File: src/rtl/divider_seq.sv
`default_nettype none
// ============================================================================
//  Module   : divider_seq
//  Purpose  : 8-bit / 4-bit sequential restoring divider, one quotient bit
//             per clock, with the quotient shown on a two-digit 7-seg pair.
//  Revision : 1.0  initial release
// ============================================================================
module divider_seq #(
    parameter bit FND_ACTIVE_LOW = 1'b0
) (
    input  logic       clk,
    input  logic       n_rst,
    input  logic       start,
    input  logic [7:0] dividend,
    input  logic [3:0] divisor,
    output logic       busy,
    output logic       valid,
    output logic [7:0] quotient,
    output logic [3:0] remainder,
    output logic       div_by_zero,
    output logic [6:0] fnd_01,
    output logic [6:0] fnd_02
);

    typedef enum logic [1:0] {
        IDLE = 2'd0,
        CALC = 2'd1,
        DONE = 2'd2
    } state_t;

    state_t     r_state;
    logic [7:0] r_q;
    logic [7:0] r_p;
    logic [3:0] r_dvs;
    logic [2:0] r_cnt;
    logic       r_zero;
    logic [7:0] r_quot;
    logic [3:0] r_rem;
    logic       r_dbz;
    logic       r_busy;
    logic       r_valid;

    logic [8:0] w_p_shift;
    logic [7:0] w_p_sub;
    logic       w_ge;

    // Remainder after a successful subtract is below the divisor, so the
    // low 8 bits of the difference are exact.
    assign w_p_shift = {r_p, r_q[7]};
    assign w_ge      = (w_p_shift >= {5'b0, r_dvs});
    assign w_p_sub   = w_p_shift[7:0] - {4'b0, r_dvs};

    always_ff @(posedge clk) begin
        if (!n_rst) begin
            r_state <= IDLE;
            r_q     <= 8'd0;
            r_p     <= 8'd0;
            r_dvs   <= 4'd0;
            r_cnt   <= 3'd0;
            r_zero  <= 1'b0;
            r_quot  <= 8'd0;
            r_rem   <= 4'd0;
            r_dbz   <= 1'b0;
            r_busy  <= 1'b0;
            r_valid <= 1'b0;
        end else begin
            case (r_state)
                IDLE: begin
                    r_valid <= 1'b0;
                    if (start) begin
                        r_q     <= dividend;
                        r_dvs   <= divisor;
                        r_p     <= 8'd0;
                        r_cnt   <= 3'd0;
                        r_zero  <= (divisor == 4'd0);
                        r_busy  <= 1'b1;
                        r_state <= (divisor == 4'd0) ? DONE : CALC;
                    end else begin
                        r_busy  <= 1'b0;
                    end
                end
                CALC: begin
                    r_p   <= w_ge ? w_p_sub : w_p_shift[7:0];
                    r_q   <= {r_q[6:0], w_ge};
                    r_cnt <= r_cnt + 3'd1;
                    if (r_cnt == 3'd7) begin
                        r_state <= DONE;
                    end
                end
                DONE: begin
                    r_valid <= 1'b1;
                    if (r_zero) begin
                        r_quot <= 8'hFF;
                        r_rem  <= 4'h0;
                        r_dbz  <= 1'b1;
                    end else begin
                        r_quot <= r_q;
                        r_rem  <= r_p[3:0];
                        r_dbz  <= 1'b0;
                    end
                    r_state <= IDLE;
                end
                default: begin
                    r_state <= IDLE;
                    r_busy  <= 1'b0;
                    r_valid <= 1'b0;
                end
            endcase
        end
    end

    function automatic logic [6:0] hex_to_seg(input logic [3:0] digit);
        logic [6:0] seg;
        case (digit)
            4'h0: seg = 7'h3F;
            4'h1: seg = 7'h06;
            4'h2: seg = 7'h5B;
            4'h3: seg = 7'h4F;
            4'h4: seg = 7'h66;
            4'h5: seg = 7'h6D;
            4'h6: seg = 7'h7D;
            4'h7: seg = 7'h07;
            4'h8: seg = 7'h7F;
            4'h9: seg = 7'h6F;
            4'hA: seg = 7'h77;
            4'hB: seg = 7'h7C;
            4'hC: seg = 7'h39;
            4'hD: seg = 7'h5E;
            4'hE: seg = 7'h79;
            default: seg = 7'h71;
        endcase
        return seg;
    endfunction

    localparam logic [6:0] c_seg_inv = {7{FND_ACTIVE_LOW}};

    assign fnd_01      = hex_to_seg(r_quot[3:0]) ^ c_seg_inv;
    assign fnd_02      = hex_to_seg(r_quot[7:4]) ^ c_seg_inv;
    assign busy        = r_busy;
    assign valid       = r_valid;
    assign quotient    = r_quot;
    assign remainder   = r_rem;
    assign div_by_zero = r_dbz;

endmodule
`default_nettype wire
File: config.mk
export PLATFORM = sky130hd
export DESIGN_NAME = divider_seq
export DESIGN_NICKNAME = d
export VERILOG_FILES = /design/src/rtl/divider_seq.sv
export SDC_FILE = /design/constraint.sdc
export NUM_CORES = 1
export LEC_CHECK = 0
export BUFFER_PORTS_ARGS = -buffer_cell sky130_fd_sc_hd__buf_4
export CAP_MARGIN = 40
export CORE_MARGIN = 5
export CORE_UTILIZATION = 51
export DETAILED_ROUTE_END_ITERATION = 10
export PLACE_DENSITY_LB_ADDON = 0.12
export SETUP_SLACK_MARGIN = 0.5
export SLEW_MARGIN = 10
export SYNTH_ARGS = -nofsm -noshare
export SYNTH_HDL_FRONTEND = slang
export SYNTH_SLANG_ARGS = --single-unit
File: constraint.sdc
create_clock -name clk -period 2.2 [get_ports clk]
set_input_delay 0.33 -clock clk [delete_from_list [all_inputs] [get_ports clk]]
set_output_delay 0.33 -clock clk [all_outputs]
set_load 0.05 [all_outputs]
# Yosys cells after proc, flatten, opt, wreduce, memory -nomap -nowiden
# Memory sizes are Yosys's and may differ from the RTL's. A register that Yosys moved wholly into a read port is not among the register bits.
# Cells that the tools add are included.
dict set report word_totals {
  register_bits 41
  romBits 224
  out_inout_bits 29
  wordCells 49
  memories 2
}
# name words word_bits read_ports rd_ports_with_merged_regs write_ports line
set memory_table {}
lappend memory_table {{(no name shown)} 16 7 1 1 0 114} ;# case (digit)
lappend memory_table {{(no name shown)} 16 7 1 1 0 114}
dict set report classes {
  n_addsub 2
  order_cmp 1
  eq_ne 5
  muxes 21
  reduce_logical 7
}
# cell count
set op_table {}
lappend op_table {{$mux 8} 4}
lappend op_table {{$pmux 8 s2} 2}
lappend op_table {{$mux 4} 5}
lappend op_table {{$ge 9x4->1} 1}
lappend op_table {{$sub 8x4->8} 1}
lappend op_table {{$mux 2} 3}
lappend op_table {{$pmux 3 s2} 1}
lappend op_table {{$reduce_and 2->1} 3}
lappend op_table {{$logic_not 4->1} 1}
lappend op_table {{$ne 2x2->1 const B} 2}
lappend op_table {{$pmux 1 s2} 2}
lappend op_table {{$pmux 2 s2} 1}
lappend op_table {{$add 3x1->3 const B} 1}
lappend op_table {{$eq 3x3->1 const B} 1}
lappend op_table {{$mux 3} 1}
lappend op_table {{$eq 2x1->1 const B} 1}
lappend op_table {{$eq 2x2->1 const B} 1}
lappend op_table {{$logic_not 2->1} 1}
lappend op_table {{$mux 1} 2}
lappend op_table {{$reduce_bool 2->1} 1}
lappend op_table {{$reduce_or 2->1} 1}

# Logic depth before layout (Yosys ltp)
# Gate-level depths: netlist (run 1).
dict set report depth {
  depth_word 4
  ltp_mapped 11
  ltp_nobuf 10
}

# Least setup slack after synthesis (run 1)
# No wires, ideal clock.
dict set report synth_path {
  path_kind {register -> register}
  from {reg r_state[0]}
  to {reg, netlist name fnd_02[3]}
  t_arrival_ps 2117
  path_slack_ps 25
  stages_incl_launch_ff 12
  period_less_slack_ps 2175
  cell_sequence {dfxtp_1 inv_1 ha_1 nand2b_1 buf_4 o22ai_1 nor2_1 inv_1 ha_1 inv_1 mux4_2 inv_1}
}
dict set report synth_between {
  elab_chain_cells 3
}
# item line
set synth_rtl {}
lappend synth_rtl {{start, declared} 31} ;# state_t r_state;
lappend synth_rtl {{start signal, assigned} 77} ;# r_state <= (divisor == 4'd0) ? DONE : CALC;
lappend synth_rtl {{$eq 2x2->1} 67} ;# case (r_state)
lappend synth_rtl {{$mux 4 (no line) (2 in a row)} n/a}
# Every way passes these cells.
# A chain may end at the register's enable or synchronous reset.

# Worst setup path after layout (run 1)
dict set report layout_path {
  from {reg r_state[0]}
  to {reg, netlist name fnd_02[3]}
}
dict set report layout_between {
  elab_chain_cells 3
}
# item line
set layout_rtl {}
lappend layout_rtl {{$eq 2x2->1} 67}
lappend layout_rtl {{$mux 4 (no line) (2 in a row)} n/a}
# Every way passes these cells.

==> results of run 1 <==
## stage by stage
stage                     setup WS (ns)  cells  instance area (µm²)   util  hold slack, ns
after floorplan                   0.338    319                 2900      -           0.436
after global placement            0.264    423                 3260  0.603           0.447
after detailed placement          0.214    423                 3260  0.603           0.449
after CTS                         0.379    450                 3640  0.673           0.263
after global routing              0.286    455                 3860  0.714           0.273
final                             0.336    455                 3860  0.714           0.276
## routing by layer
layer	vias to the layer above	track usage	routed length, µm
met5	-	0	0
li1	1255	-	-
met4	0	0.0702	127
met1	1204	0.235	3030
met2	74	0.322	3560
met3	16	0.0424	292
## cell families (layout without fill, tap and decap cells)
family	Yosys count	count (layout)	share of synthesized area
adder cells (fa/ha/maj)	24	24	0.110
AND/OR/NAND/NOR	97	97	0.170
AO/OA/AOI/OAI	85	85	0.193
buffers and inverters	38	102	0.0556
XOR/XNOR	3	3	0.00942
flip-flops	55	55	0.395
multiplexers	17	17	0.0664
## Yosys cell counts, types with 2 or more instances
master	n
dfxtp_1	55
a21oi_1	27
nor2_1	27
nand2_1	26
ha_1	23
inv_1	22
o21ai_0	19
mux2i_1	14
a211oi_1	12
nand2b_1	9
nand3_1	9
buf_2	7
nor3_1	7
o22ai_1	7
nand3b_1	5
and3_1	4
buf_1	4
clkbuf_1	4
a21o_1	3
o22a_1	3
xnor2_1	3
a22o_1	2
a22oi_1	2
mux2_2	2
nand4_1	2
o2111ai_1	2
o32a_1	2
## sequential cells by signal, summed over array words and instances (netlist names)
name	count
fnd_01	7
valid	1
remainder	4
div_by_zero	1
quotient	8
busy	1
r_dvs	4
r_cnt	3
r_p	8
r_zero	1
fnd_02	7
r_q	8
r_state	2
## worst max-delay path by stage
stage,end,slack [ns]
floorplan,fnd_02[3],0.34
finish,fnd_02[3],0.34
detailed placement,fnd_01[0],0.21
CTS,fnd_02[3],0.38
global placement,fnd_01[0],0.26
global route,fnd_02[3],0.29
## report_power, final
| group | switching [µW] | total [µW] | internal (µW) |
|---|---|---|---|
| clock network | 318 | 606 | 288 |
| registers | 89.2 | 1210 | 1120 |
| logic | 888 | 1490 | 602 |
## cells in the final DEF, fill, tap and decap left out, types with 4 or more instances in the layout
master and n:
a211oi_1 8, a211oi_2 4, a21oi_1 25, buf_4 68
buf_6 4, clkbuf_8 7, dfxtp_1 48, dfxtp_2 5
ha_1 12, ha_4 8, inv_1 15, inv_2 4
mux2i_1 14, nand2_1 24, nand2b_1 6, nand3_1 8
nand3b_1 5, nor2_1 25, nor3_1 4, o21ai_0 9
o21ai_1 7
## layout make-up
cell class / count / area, µm²
inverter: 22 / 90.1
fill: 416 / 1550
timing repair buffer: 72 / 556
tap: 72 / 90.1
sequential: 55 / 1110
multi-input combinational: 226 / 1910
clock buffer: 8 / 100
## timing repair
action | in CTS | in global routing
pin swaps | 13 | 9
gates resized for setup | 40 | 41
setup buffers | 19 | 5
setup endpoints to repair | 21 | 25
## worst min-delay path, delay by kind of cell
kind,cells,cell delay (ns)
and+or+nand+nor,1,0.06
AOI/OAI and AO/OA,1,0.05
buffers and inverters,1,0.11
==> metrics.yaml, run 1 <==
reg2reg_setup_slack_ns: 0.34
synth-edff-count: 0
syn_area_mm2: 0.00279
cts-root-buf: "clkbuf_8"
slew_viol_final: 0
run_status: "finished clean"
fin_crit_ns: 1.86
final_layout_size_suffix_gt1_frac: 0.381
fin_nets: 421
reg2reg_depth: 9
cts_buffers: 5
max_stage_delay_ns: 0.45
yosys.area.top_type: "dfxtp_1"
path_class: "flip-flop to flip-flop"
synthTopCellsByArea: "dfxtp_1 (39%), ha_1 (10%), mux2i_1 (5.0%)"
async_reset_ff_frac: 0
hold_buffers: 0
clock_skew_ns: 0.00685
critPathBufInv: 4
area_growth_pct: 38.4
rows: 27
clock-sinks: 55
worst_setup_path_start_kind: "flip-flop"
hold_class: "primary input to flip-flop"
setup_viol: 0
grt_pass1_vias: 2409
portBuffers: 43
worstMarginPinSlew_ns: 0.399
finalHoldViolCount: 0
cap_violations: 0
start_util: 0.516
worstHoldPathCells: 3
cpMaxStageDelayCell: "mux4_2"
clock_latency_ns: 0.31
die_w_um: 84.0
power_uw: 3310
cp_cell_sequence: "inv_4 -> ha_4 -> buf_6 -> o22ai_2 -> nand2b_4 -> inv_4 -> ha_2 -> mux4_2 -> inv_1"
fin_crit_sh: 0.847
wl_um: 7010
ant_nets: 0
grt_pass1_wl_um: 11100
ys.warnings.count: 0
synth.distinct_cells: 44
timing.fmax_ghz: 0.537
cts_tree: "built"
ys_seq_area_frac: 0.395
rsz0062_at_grt: "yes"
antenna_found_initial: 0
r2r_start: "r_state[0]"
n_antenna_cell: 0
first_iter_violations: 108
worstSetupStartpoint: "r_state[0]"
path_depth: 9
boundaryPins: 44
endpoint_kind: "flip-flop"
wire_per_inst_um: 15.4
path_max_fanout: 6
synth.avg_cell_area_um2: 8.74
routabilityCongestion: 0.849
crit_arrival_ns: 2.12
cts.clk_slew.worst_paths_ns: 0.10
r2r-end: "fnd_02[3]"
synth_nets: 358
worstPathRequired_ns: 2.46
drtPass1Iterations: 7
cpMostUsedCell: "inv_4"
die_area_mm2: 0.00705
yosys_most_used_dff: "dfxtp_1"
htreeDepth: 2
post-dp-hpwl_um: 4500
p_per_area_mw_per_mm2: 857
holdCritStartpoint: "divisor[1]"
slew-limit-headroom: 0.732
grt_start_max_net_pins: 32
die_y_um: 84.0
synth_top_area_share: 0.395
grt_usage: 0.190
viasPerCell: 5.60
grt-ovfl-total: 0
hold_end: "r_dvs[1]"
ir_drop_mv: 0.455
ys_ff_latch: 55
core_region_area_mm2: 0.00541
syn_inst: 319
post-route-drc-count: 0
cpLargestDelayFamily: "multiplexers"
tns_ns: 0
leakagePower_uw: 0.00162
clk_path_buf_depth: 2
num_vias: 2549
(Power assumes the default switching activity.)
==> run 2: changes to the inputs <==
clock period = 1.65 ns   (was 2.2 ns; I/O delays follow)
==> metrics.yaml, run 2 (synthesized netlist as in run 1, its figures left out) <==
worst_setup_path_start_kind: "flip-flop"
start_util: 0.516  # unchanged
instances_no_fill: 523  # +15%
path_class: "flip-flop to flip-flop"
hold_buffers: 0  # unchanged
hold_class: "primary input to flip-flop"
clock-sinks: 55  # unchanged
slew_viol_final: 0  # unchanged
timing.fmax_ghz: 0.496  # -7.5%
fin_crit_ns: 2.01  # +0.150 ns
grt_usage: 0.211  # +0.0215
cts_buffers: 5  # unchanged
viasPerCell: 5.93  # +5.9%
worstMarginPinSlew_ns: 0.484  # +0.0849 ns
grt_start_max_net_pins: 32  # unchanged
n_antenna_cell: 0  # unchanged
layout_commonest_cell: "buf_4"
routabilityCongestion: 0.876  # +3.2%
dp_cells: 468  # +11%
grt_pass1_wl_um: 12300  # +11%
place_ws_ns: -0.160  # -0.374 ns
num_vias: 3104  # +22%
boundaryPins: 44  # unchanged
design_area_mm2: 0.00473  # +23%
ir_drop_mv: 0.735  # +62%
wl_um: 10900  # +55%
finalHoldViolCount: 0  # unchanged
path_max_fanout: 8  # +2
post_dp_cell_area_mm2: 0.00361  # +11%
htreeDepth: 2  # unchanged
wire_per_inst_um: 20.8  # +35%
cts-root-buf: "clkbuf_8"
fin_crit_sh: 1.22  # +0.374
final_layout_size_suffix_gt1_frac: 0.568  # +0.186
run_status: "finished, violations left"
fin_nets: 489  # +16%
p_per_area_mw_per_mm2: 1100  # +28%
violations: "negative setup slack"
die_y_um: 84.0  # unchanged
ant_nets: 0  # unchanged
leakagePower_uw: 0.00204  # +26%
drtPass1Iterations: 5  # -2
area_growth_pct: 69.7
cap_violations: 0  # unchanged
slew-limit-headroom: 0.677  # -0.0546
core_region_area_mm2: 0.00541  # unchanged
rsz0062_at_grt: "yes"
rows: 27  # unchanged
cts.clk_slew.worst_paths_ns: 0.11  # about the same
clock_skew_ns: 0.0105  # +0.00364 ns
portBuffers: 43  # unchanged
final_cell_mix: "buf_4 (97), dfxtp_1 (44), buf_6 (35), nand2_1 (18), nor2_1 (16)"
post-dp-hpwl_um: 4930  # +9.6%
endpoint_kind: "flip-flop"
grt_pass1_vias: 2596  # +7.8%
clk_path_buf_depth: 2  # unchanged
post-route-drc-count: 0  # unchanged
cts_tree: "built"
setup_viol: 35  # +35
clock_latency_ns: 0.32  # about the same
crit_arrival_ns: 2.22  # +0.10 ns
grt-ovfl-total: 0  # unchanged
antenna_found_initial: 0  # unchanged
die_w_um: 84.0  # unchanged
first_iter_violations: 177  # +64%
worstPathRequired_ns: 1.86  # -0.60 ns
fin_ws_ns: -0.364  # -0.700 ns
die_area_mm2: 0.00705  # unchanged
==> run 2: cell types whose count changed in the layout (fill, tap and decap cells not counted), sizes merged <==
cell    before  now
clkinv       0    1
buf         72  139
==> run 2: area by class of cell <==
cell class                      count  area, µm²
Fill cell                         236        672
Clock buffer                        7       76.3
Timing Repair Buffer              140       1280
Multi-Input combinational cell    226       2070
Clock inverter                      1       5.00
Tap cell                           72       90.1
Inverter                           22       87.6
Sequential cell                    55       1120
==> run 2: path summary, 6_finish.rpt <==
check	end	slack (ns)	cells after the start	startpoint
max	fnd_01[4]	-0.36	10	r_state[0]
min reg2reg	remainder[2]	0.48	2	remainder[2]
max reg2reg	fnd_01[4]	-0.36	10	r_state[0]
min	r_dvs[2]	0.21	3	divisor[2]
==> run 2: critical path: stages, from the launching register on <==
cell and delay [ns]:
dfxtp_2 0.35, inv_2 0.08, ha_4 0.21, nand2b_4 0.10, o22ai_1 0.14, nand2b_4 0.18
inv_1 0.08, ha_1 0.20, nor3_1 0.27, a21oi_1 0.11, o32a_1 0.19
==> run 2: power breakdown <==
part           leakage (µW)  switching, µW  internal (µW)
sequential         0.000455            137           1500
clock             0.0000422            475            301
combinational       0.00154           1510           1260
total               0.00204           2120           3070
==> run 2: timing repair <==
action / in CTS / in global routing
buffers inserted: 8 / 37
gates resized for setup: 71 / 95
setup endpoints to repair: 54 / 61
cloned: 1 / 1
pin swaps: 19 / 29
endpoints found under the hold margin: 0 / 0
==> run 2: per-stage QoR <==
step / power, µW / setup TNS (ns) / hold slack (ns) / util
2_1_floorplan: 2860 / -1.44 / 0.395 / -
3_3_place_gp: 3410 / -1.21 / 0.445 / 0.668
3_5_place_dp: 3430 / -1.76 / 0.458 / 0.668
4_1_cts: 4450 / -1.33 / 0.184 / 0.748
5_1_grt: 5380 / -7.56 / 0.235 / 0.876
6_report: 5190 / -5.52 / 0.208 / 0.876
==> run 2: layer usage <==
layer  part of all wire  GRT usage
met1               0.38      0.273
met2               0.50      0.359
met3              0.062     0.0375
met4              0.050     0.0629
met5                  0          0
==> run 3: changes to the inputs <==
clock period = 1.72 ns   (was 1.65 ns; I/O delays follow)
==> metrics.yaml, run 3 (synthesized netlist as in run 1, its figures left out) <==
post-dp-hpwl_um: 5040  # +2.1%
ant_nets: 0  # unchanged
fin_nets: 477  # -2.5%
timing.fmax_ghz: 0.500  # +0.78%
rows: 27  # unchanged
setup_viol: 22  # -37%
multiInputGateArea_mm2: 0.00226  # +9.1%
portBuffers: 43  # unchanged
design_area_mm2: 0.00482  # +1.9%
rsz0062_at_grt: "yes"
utilization: 0.892  # +0.0164
grt_pass1_vias: 2815  # +8.4%
worstMarginPinSlew_ns: 0.505  # +0.0211 ns
finalHoldViolCount: 0  # unchanged
cts_buffers: 5  # unchanged
hold_ws_ns: 0.195  # -0.0122 ns
worstSetupStartpoint: "r_state[0]"
cpMaxStageDelayCell: "mux4_2"
cts_tree: "built"
reg2reg_depth: 10  # unchanged
path_class: "flip-flop to flip-flop"
grt_start_max_net_pins: 32  # unchanged
endpoint_kind: "flip-flop"
cts.clk_slew.worst_paths_ns: 0.11  # about the same
cp_cell_sequence: "inv_2 -> ha_4 -> buf_4 -> o22ai_4 -> nor2_4 -> inv_4 -> ha_4 -> inv_2 -> mux4_2 -> inv_1"
area_growth_pct: 72.9
final_layout_size_suffix_gt1_frac: 0.608  # +0.0406
cpLargestDelayFamily: "adder cells"
hold_buffers: 0  # unchanged
antenna_found_initial: 0  # unchanged
r2r_start: "r_state[0]"
leakagePower_uw: 0.00198  # -2.9%
wl_um: 11500  # +6.0%
viasPerCell: 6.17  # +3.9%
p_per_area_mw_per_mm2: 1060  # -3.6%
layout_commonest_cell: "buf_4"
worst_setup_path_start_kind: "flip-flop"
hold_class: "primary input to flip-flop"
die_y_um: 84.0  # unchanged
nFillCells: 207  # -12%
slew_viol_final: 0  # unchanged
start_util: 0.516  # unchanged
die_area_mm2: 0.00705  # unchanged
clock_latency_ns: 0.32  # about the same
reg2reg_setup_slack_ns: -0.28  # +0.09 ns
final_cell_mix: "buf_4 (86), dfxtp_1 (49), buf_6 (33), nand2_1 (16)"
path_max_fanout: 6  # -2
die_w_um: 84.0  # unchanged
fin_ws_ns: -0.279  # +0.0856 ns
clk_path_buf_depth: 2  # unchanged
instances_no_fill: 511  # -2.3%
dp_cells: 470  # +0.43%
crit_arrival_ns: 2.27  # +0.05 ns
crit_path_end: "fnd_02[3]"
post-route-drc-count: 0  # unchanged
grt-ovfl-total: 0  # unchanged
ir_drop_mv: 0.806  # +9.8%
grt_usage: 0.240  # +0.0290
slew-limit-headroom: 0.663  # -0.0140
boundaryPins: 44  # unchanged
cts-root-buf: "clkbuf_8"
drtPass1Iterations: 6  # +1
wire_per_inst_um: 22.6  # +8.5%
routabilityCongestion: 0.873  # -0.27%
run_status: "finished, violations left"
path_depth: 10  # unchanged
grt_pass1_wl_um: 13900  # +12%
cap_violations: 0  # unchanged
max_stage_delay_ns: 0.47  # +0.12 ns
n_antenna_cell: 0  # unchanged
critPathBufInv: 5  # +3
fin_crit_sh: 1.16  # -0.0587
core_region_area_mm2: 0.00541  # unchanged
clock_skew_ns: 0.0150  # +0.00454 ns
post_dp_cell_area_mm2: 0.00362  # +0.24%
num_vias: 3151  # +1.5%
fin_crit_ns: 2.00  # -0.0156 ns
first_iter_violations: 242  # +37%
seq_area_mm2: 0.00111  # -0.78%
violations: "negative setup slack"
r2r-end: "fnd_02[3]"
clock-sinks: 55  # unchanged
htreeDepth: 2  # unchanged
worstPathRequired_ns: 1.99  # +0.13 ns
[run 3: cell count changes in the layout (fill, tap and decap cells not counted), sizes merged]
cell	before	now
clkinvlp	0	2
buf	139	126
clkbuf	8	7
[run 3: metrics by stage]
stage	setup WS (ns)	total power, µW	setup TNS, ns
after floorplan	-0.142	2730	-0.707
after global placement	-0.0823	3290	-0.452
after detailed placement	-0.112	3310	-0.796
after CTS	-0.0811	4450	-0.278
after global routing	-0.329	5290	-4.14
final	-0.279	5100	-2.60
[run 3: power breakdown]
group | total [µW] | leakage [µW] | switching, µW | internal (µW)
clock network | 753 | 0.0000402 | 467 | 285
registers | 1570 | 0.000452 | 135 | 1440
logic | 2780 | 0.00149 | 1530 | 1240
[run 3: layout make-up]
cell class	count	share of cell area
Clock buffer	5	0.0143
Clock inverter	3	0.00415
Inverter	22	0.0192
Multi-Input combinational cell	226	0.469
Sequential cell	55	0.230
Tap cell	72	0.0187
Timing Repair Buffer	128	0.245
[run 3: worst min-delay path by stage]
stage,start,end,cells past startpoint
final,divisor[1],r_dvs[1],3
after global routing,divisor[1],r_dvs[1],3
after CTS,divisor[3],r_dvs[3],3
after detailed placement,r_dvs[3],r_dvs[3],2
after global placement,r_dvs[2],r_dvs[2],2
after floorplan,divisor[2],r_dvs[2],2
[run 3: worst min-delay path, delay by kind of cell]
kind	cells	cell delay, ns
buffers and inverters	1	0.12
AO/OA/AOI/OAI	1	0.06
AND/OR/NAND/NOR	1	0.05
[run 3: timing repair]
item	CTS	global route
gates resized for setup	113	96
endpoints found under the setup margin	48	58
cloned	0	3
pin swaps	32	34
setup buffers	14	16
[run 3: routing by layer]
metal	track usage	wire [µm]
met1	0.308	4480
met2	0.402	5820
met3	0.0444	825
met4	0.0863	410
met5	0	0
